### config.mk
export PLATFORM = sky130hd
export DESIGN_NAME = gbn_tx_controller
export DESIGN_NICKNAME = d
export VERILOG_FILES = /design/src/rtl/gbn_tx_controller.sv
export SDC_FILE = /design/constraint.sdc
export NUM_CORES = 1
export LEC_CHECK = 0
export ABC_AREA = 0
export CAP_MARGIN = 20
export CORE_MARGIN = 5
export CORE_UTILIZATION = 25
export DETAILED_ROUTE_END_ITERATION = 16
export PLACE_DENSITY = 0.43
export SYNTH_ARGS = -nofsm -noshare
export SYNTH_HDL_FRONTEND = slang
export SYNTH_SLANG_ARGS = --single-unit
export TNS_END_PERCENT = 10
### constraint.sdc
create_clock -name clk -period 4.9 [get_ports clk]
set_input_delay 0.98 -clock clk [delete_from_list [all_inputs] [get_ports clk]]
set_output_delay 0.98 -clock clk [all_outputs]
set_load 0.05 [all_outputs]
### src/rtl/gbn_tx_controller.sv
// Go-Back-N transmit controller: numbers upstream payloads, keeps a retransmit
// buffer for the open window and resends from the window base on timeout.
module gbn_tx_controller #(
    parameter int N         = 4,
    parameter int SEQ_WIDTH = 3,
    parameter int TIMEOUT   = 16
) (
    input  logic                   clk,
    input  logic                   reset,
    input  logic                   pkt_valid,
    input  logic [8-SEQ_WIDTH-1:0] pkt_data,
    output logic                   pkt_ready,
    output logic [7:0]             tx_data,
    output logic                   tx_valid,
    input  logic                   tx_ready,
    input  logic                   ack_valid,
    input  logic [SEQ_WIDTH-1:0]   ack_seq,
    output logic [SEQ_WIDTH-1:0]   base_seq,
    output logic [SEQ_WIDTH-1:0]   next_seq,
    output logic                   window_full,
    output logic [7:0]             retx_count
);

    localparam int PW = 8 - SEQ_WIDTH;
    localparam int IW = (N > 1) ? $clog2(N) : 1;
    localparam int TW = $clog2(TIMEOUT) + 1;

    typedef enum logic [1:0] {IDLE, SEND, RETX} state_t;

    state_t               state;
    logic [SEQ_WIDTH-1:0] ptr;
    logic [TW-1:0]        timer;
    logic                 retx_pending;
    logic [PW-1:0]        frame_buf [N];

    logic [SEQ_WIDTH-1:0] outstanding;
    logic [SEQ_WIDTH-1:0] ack_dist;
    logic [SEQ_WIDTH-1:0] new_base;
    logic [SEQ_WIDTH-1:0] new_outstanding;
    logic [SEQ_WIDTH-1:0] ptr_inc;
    logic [SEQ_WIDTH-1:0] load_ptr;
    logic                 ack_ok;
    logic                 accept;

    // Window bookkeeping; load_ptr skips frames an ACK has already retired.
    always_comb begin
        outstanding     = next_seq - base_seq;
        ack_dist        = ack_seq - base_seq;
        ack_ok          = ack_valid && (ack_dist < outstanding);
        new_base        = ack_ok ? (ack_seq + SEQ_WIDTH'(1)) : base_seq;
        new_outstanding = next_seq - new_base;
        ptr_inc         = ptr + SEQ_WIDTH'(1);
        load_ptr        = ((ptr - new_base) < new_outstanding) ? ptr : new_base;
        pkt_ready       = (state == IDLE) && (outstanding < SEQ_WIDTH'(N)) && !retx_pending;
        window_full     = (outstanding == SEQ_WIDTH'(N));
        accept          = pkt_valid && pkt_ready;
    end

    always_ff @(posedge clk) begin
        if (accept)
            frame_buf[next_seq[IW-1:0]] <= pkt_data;
    end

    // A valid ACK also drops a pending timeout, so an emptied window never stalls intake.
    always_ff @(posedge clk or posedge reset) begin
        if (reset) begin
            state        <= IDLE;
            base_seq     <= '0;
            next_seq     <= '0;
            ptr          <= '0;
            timer        <= '0;
            retx_pending <= 1'b0;
            tx_valid     <= 1'b0;
            tx_data      <= '0;
            retx_count   <= '0;
        end else begin
            if (ack_ok) begin
                base_seq     <= new_base;
                timer        <= '0;
                retx_pending <= 1'b0;
            end else if (outstanding == '0) begin
                timer <= '0;
            end else if (state != RETX) begin
                if (timer == TW'(TIMEOUT - 1))
                    retx_pending <= 1'b1;
                else
                    timer <= timer + TW'(1);
            end

            case (state)
                IDLE: begin
                    if (retx_pending && (outstanding != '0)) begin
                        state        <= RETX;
                        ptr          <= base_seq;
                        retx_pending <= 1'b0;
                        timer        <= '0;
                        if (retx_count != 8'hFF)
                            retx_count <= retx_count + 8'd1;
                    end else if (accept) begin
                        tx_data  <= {pkt_data, next_seq};
                        tx_valid <= 1'b1;
                        state    <= SEND;
                    end
                end
                SEND: begin
                    if (tx_ready) begin
                        tx_valid <= 1'b0;
                        next_seq <= next_seq + SEQ_WIDTH'(1);
                        state    <= IDLE;
                    end
                end
                RETX: begin
                    if (tx_valid) begin
                        if (tx_ready) begin
                            tx_valid <= 1'b0;
                            ptr      <= ptr_inc;
                            if ((ptr_inc == next_seq) || (new_base == next_seq)) begin
                                state <= IDLE;
                                timer <= '0;
                            end
                        end
                    end else if (new_outstanding == '0) begin
                        state <= IDLE;
                        timer <= '0;
                    end else begin
                        ptr      <= load_ptr;
                        tx_data  <= {frame_buf[load_ptr[IW-1:0]], load_ptr};
                        tx_valid <= 1'b1;
                    end
                end
                default: state <= IDLE;
            endcase
        end
    end

endmodule

==> key figures, run 1 <==
Die
  • DIE HEIGHT: 126 um
  • Number of core rows: 42
  • IO Pins: 38
  • Die width: 126 um
  • Core box area: 0.0132 sq mm
  • Starting Density: around a quarter
  • Die area: 0.0158 sq mm

Logic synthesis
  • Most frequent cell after synthesis: dfrtp_1
  • Synth top area share: 25.5%
  • Ys flop type: dfrtp_1
  • Mean area per synthesized cell: 10.4 sq um
  • Post-Synthesis Cells: roughly 320
  • YS warnings: 0
  • Post-Syn Area: 0.00334 sq mm
  • Synth area leaders: dfrtp_1 25%, edfxtp_1 18%, ha_1 6.4%, xnor2_1 3.7%, mux2_2 3.0%
  • Area leader, netlist: dfrtp_1
  • Sequential share of the synthesized area: 43.4%
  • Commonest cells post-synth: 34 x dfrtp_1, 26 x nand2_1, 20 x edfxtp_1, 17 x ha_1, 17 x inv_1
  • Synthesized flop and latch total: 54
  • Number of flops mapped to enable cells by yosys: 20
  • Synth unique cells: slightly below 60
  • Async SR Flop Fraction: between 60% and 70%
  • Syn nets: 354

Placement
  • GP Congestion: 0.862
  • Post-placement worst setup slack: -1.12 ns
  • Post-DP HPWL: 7340 um
  • IO buf count: 37

GRT
  • Largest net degree at the start of global routing: 35
  • Met3 Use GR: 2.56%
  • M1 GR Usage: 16.4%
  • Gr ovfl total: 0
  • Initial antenna violation count: 0
  • Global Route Usage Sum: between 10 and 15%
  • Met2 Usage GRT: between 20% and 30%
  • First-pass GRT wire length: 16000 um
  • Most Crowded Layer GR: met2
  • Number of global-route vias before repair: 3040

Setup path
  • Crit-path cells: buf_6 -> inv_4 -> ha_4 -> inv_2 -> fa_2 -> ha_4 -> a21oi_4 -> o211ai_1 -> nand2_2 -> nor2_4 -> a21oi_2 -> ha_2 -> inv_2 -> ha_4 -> a2111o_1 -> and2_4 -> ha_4 -> a21o_4 -> o211ai_1 -> buf_4 -> and4_1 -> o21ai_2 -> o311ai_1 -> mux2_4
  • Delay-heaviest family, CP: adder cells
  • Worst path bufs/invs: 5
  • Critical Path AT: 5.24 ns
  • Worst Path Class, Setup: in2reg
  • Crit path capture type: flip-flop
  • Register-to-register setup slack: 0.09 ns
  • Slowest stage delay, CP: 0.59 ns
  • Top cell by count, worst path: ha_4
  • CP max-delay cell: fa_2
  • Critical Path RT: 5.09 ns
  • CP Launch Type: input pin
  • Crit path max fanout: 6

Job
  • # Max-Cap Violations: 0

Cells and area
  • Storage cell area: 0.00145 sq mm
  • Fraction of layout cells with a size suffix above 1: 28.4%
  • Antenna Cells: 0
  • NumNets Final: 446
  • Layout area overhead: 42.5%
  • Area of the multi-input gates: a little over 0.002 sq mm
  • Layout fillers: around 1300

Hold path
  • Hold Path Class: reg2reg

Timing
  • Fin crit share: 103%
  • Fmax: between 150 and 200 MHz
  • Final-report hold violation count: 0
  • Slew @ Worst Pin: ~1 ns
  • Fin crit period: 5.05 ns
  • RSZ-0062 raised after global routing: true
  • Worst clock skew: 0.00432 ns
  • Slew Limit Fails: 0
  • Setup WS post-layout: -0.153 ns
  • Final setup viols: 7
  • Slew headroom: roughly a third

Clocking
  • Worst-path clk slew: 0.08 ns
  • CTS tree: yes
  • CTS Buffer Depth: 2
  • Num Clock Sinks: 54
  • Max H-tree Level: 2
  • Clk root buf: clkbuf_16
  • Total CTS buffers: 5
  • Clk_lat worst skew: approximately 0.30 ns

Outcome
  • Status: finished, violations left
  • Failing checks: negative setup slack

Route
  • DRT Pass-1 Iters: 4
  • Vias per cell: 4.84
  • Overall routed net length: about 9700 um
  • DR vias: approximately 2900
  • Wire per inst: roughly 16 um
  • DRT iter0 DRCs: 135
  • Remaining DRCs: 0
  • Post-route ant nets: 0
[routing by layer]
| metal | routed length (um) | part of all wire [%] |
|---|---|---|
| met5 | 0 | 0 |
| met4 | 235 | 2.4 |
| met3 | 383 | 4.0 |
| met2 | 4640 | 48 |
| met1 | 4400 | 46 |
[final cells by class]
cell class	count	area share (%)
clock inverters	3	1.02
clock buffers	5	2.63
flip-flops and latches	54	30.5
inverters	17	1.39
multi-input cells	241	42.3
well taps	176	4.63
repair buffers	95	17.5
[cell families (layout without fill, tap and decap cells)]
logic type	after synthesis	count (layout)	share of synthesized area (%)
AOI/OAI and AO/OA	73	73	15.5
xor gates and xnor gates	22	22	6.33
adders and majority gates	19	19	7.57
buffers and inverters	27	120	3.15
DFF	54	54	43.4
muxes	20	20	6.40
and+or+nand+nor	107	107	17.6
[path summary, 6_finish.rpt]
kind,endpoint,cells after the start,from
max,tx_data[4]$_DFFE_PP0P_,24,ack_seq[0]
min,tx_data[0]$_DFFE_PP0P_,1,tx_data[0]$_DFFE_PP0P_
max reg2reg,tx_data[4]$_DFFE_PP0P_,20,base_seq[0]$_DFFE_PP0N_
min reg2reg,tx_data[0]$_DFFE_PP0P_,1,tx_data[0]$_DFFE_PP0P_
max in group asynchronous,timer[3]$_DFF_PP0_,3,reset
min in group asynchronous,retx_count[2]$_DFFE_PP0P_,3,reset
[placed cells by master, fill, tap and decap left out, drive strengths merged, types with 6 or more instances in the layout]
cell / instances
buf: 59
dfrtp: 34
edfxtp: 20
nor4: 9
xor2: 7
nor2: 16
and4: 6
nand3: 9
o21ai: 15
xnor2: 15
and3: 8
clkdlybuf4s50: 35
nand2: 26
ha: 17
mux2i: 9
nor3: 6
a21oi: 15
o311ai: 6
mux2: 11
inv: 18
nand4: 9
[what timing repair did]
item / 4_1_cts / 5_1_grt
endpoints found under the hold margin: 0 / 0
setup endpoints to repair: 11 / 11
resized for setup: 30 / 11
buffers inserted: 9 / 1
pin swaps: 14 / 13
hold buffers: 0 / 0
gates cloned: 0 / 0
[registers in the layout, indices dropped and copies added (netlist names)]
register	cells
tx_valid	1
tx_data	8
timer	5
frame_buf	20
base_seq	3
ptr	3
retx_count	8
next_seq	3
state	2
retx_pending	1
[metrics by stage]
stage               hold slack [ns]  instance area [sq um]  setup TNS (ns)  utilization (%)  std cells
finish                        0.496                   4760          -0.661             36.1        591
global route                  0.511                   4760           -2.16             36.1        591
CTS                           0.501                   4710          -0.494             35.7        590
detailed placement            0.482                   4360           -9.69             33.0        573
global placement              0.478                   4360           -8.65             33.0        573
floorplan                     0.479                   3440           -1.95                -        322
Power of run 1 is not shown: default switching activity piles up to over one toggle a cycle in this logic, so the estimate is an artifact.
==> inputs of run 2 (changes only) <==
--- a/config.mk
+++ b/config.mk
@@ -5,7 +5,6 @@
 export SDC_FILE = /design/constraint.sdc
 export NUM_CORES = 1
 export LEC_CHECK = 0
-export ABC_AREA = 0
 export CAP_MARGIN = 20
 export CORE_MARGIN = 5
 export CORE_UTILIZATION = 25
==> results of run 2 <==
No change in the layout: final DEF, timing and power equal those of run 1.
Power of run 2 is left out for the same reason.
==> inputs of run 3 (changes only) <==
--- a/config.mk
+++ b/config.mk
@@ -9,6 +9,7 @@
 export CORE_MARGIN = 5
 export CORE_UTILIZATION = 25
 export DETAILED_ROUTE_END_ITERATION = 16
+export GPL_ROUTABILITY_DRIVEN = 1
 export PLACE_DENSITY = 0.43
 export SYNTH_ARGS = -nofsm -noshare
 export SYNTH_HDL_FRONTEND = slang
==> results of run 3 <==
No change in the layout: final DEF, timing and power equal those of run 1.
Power of run 3 is left out for the same reason.
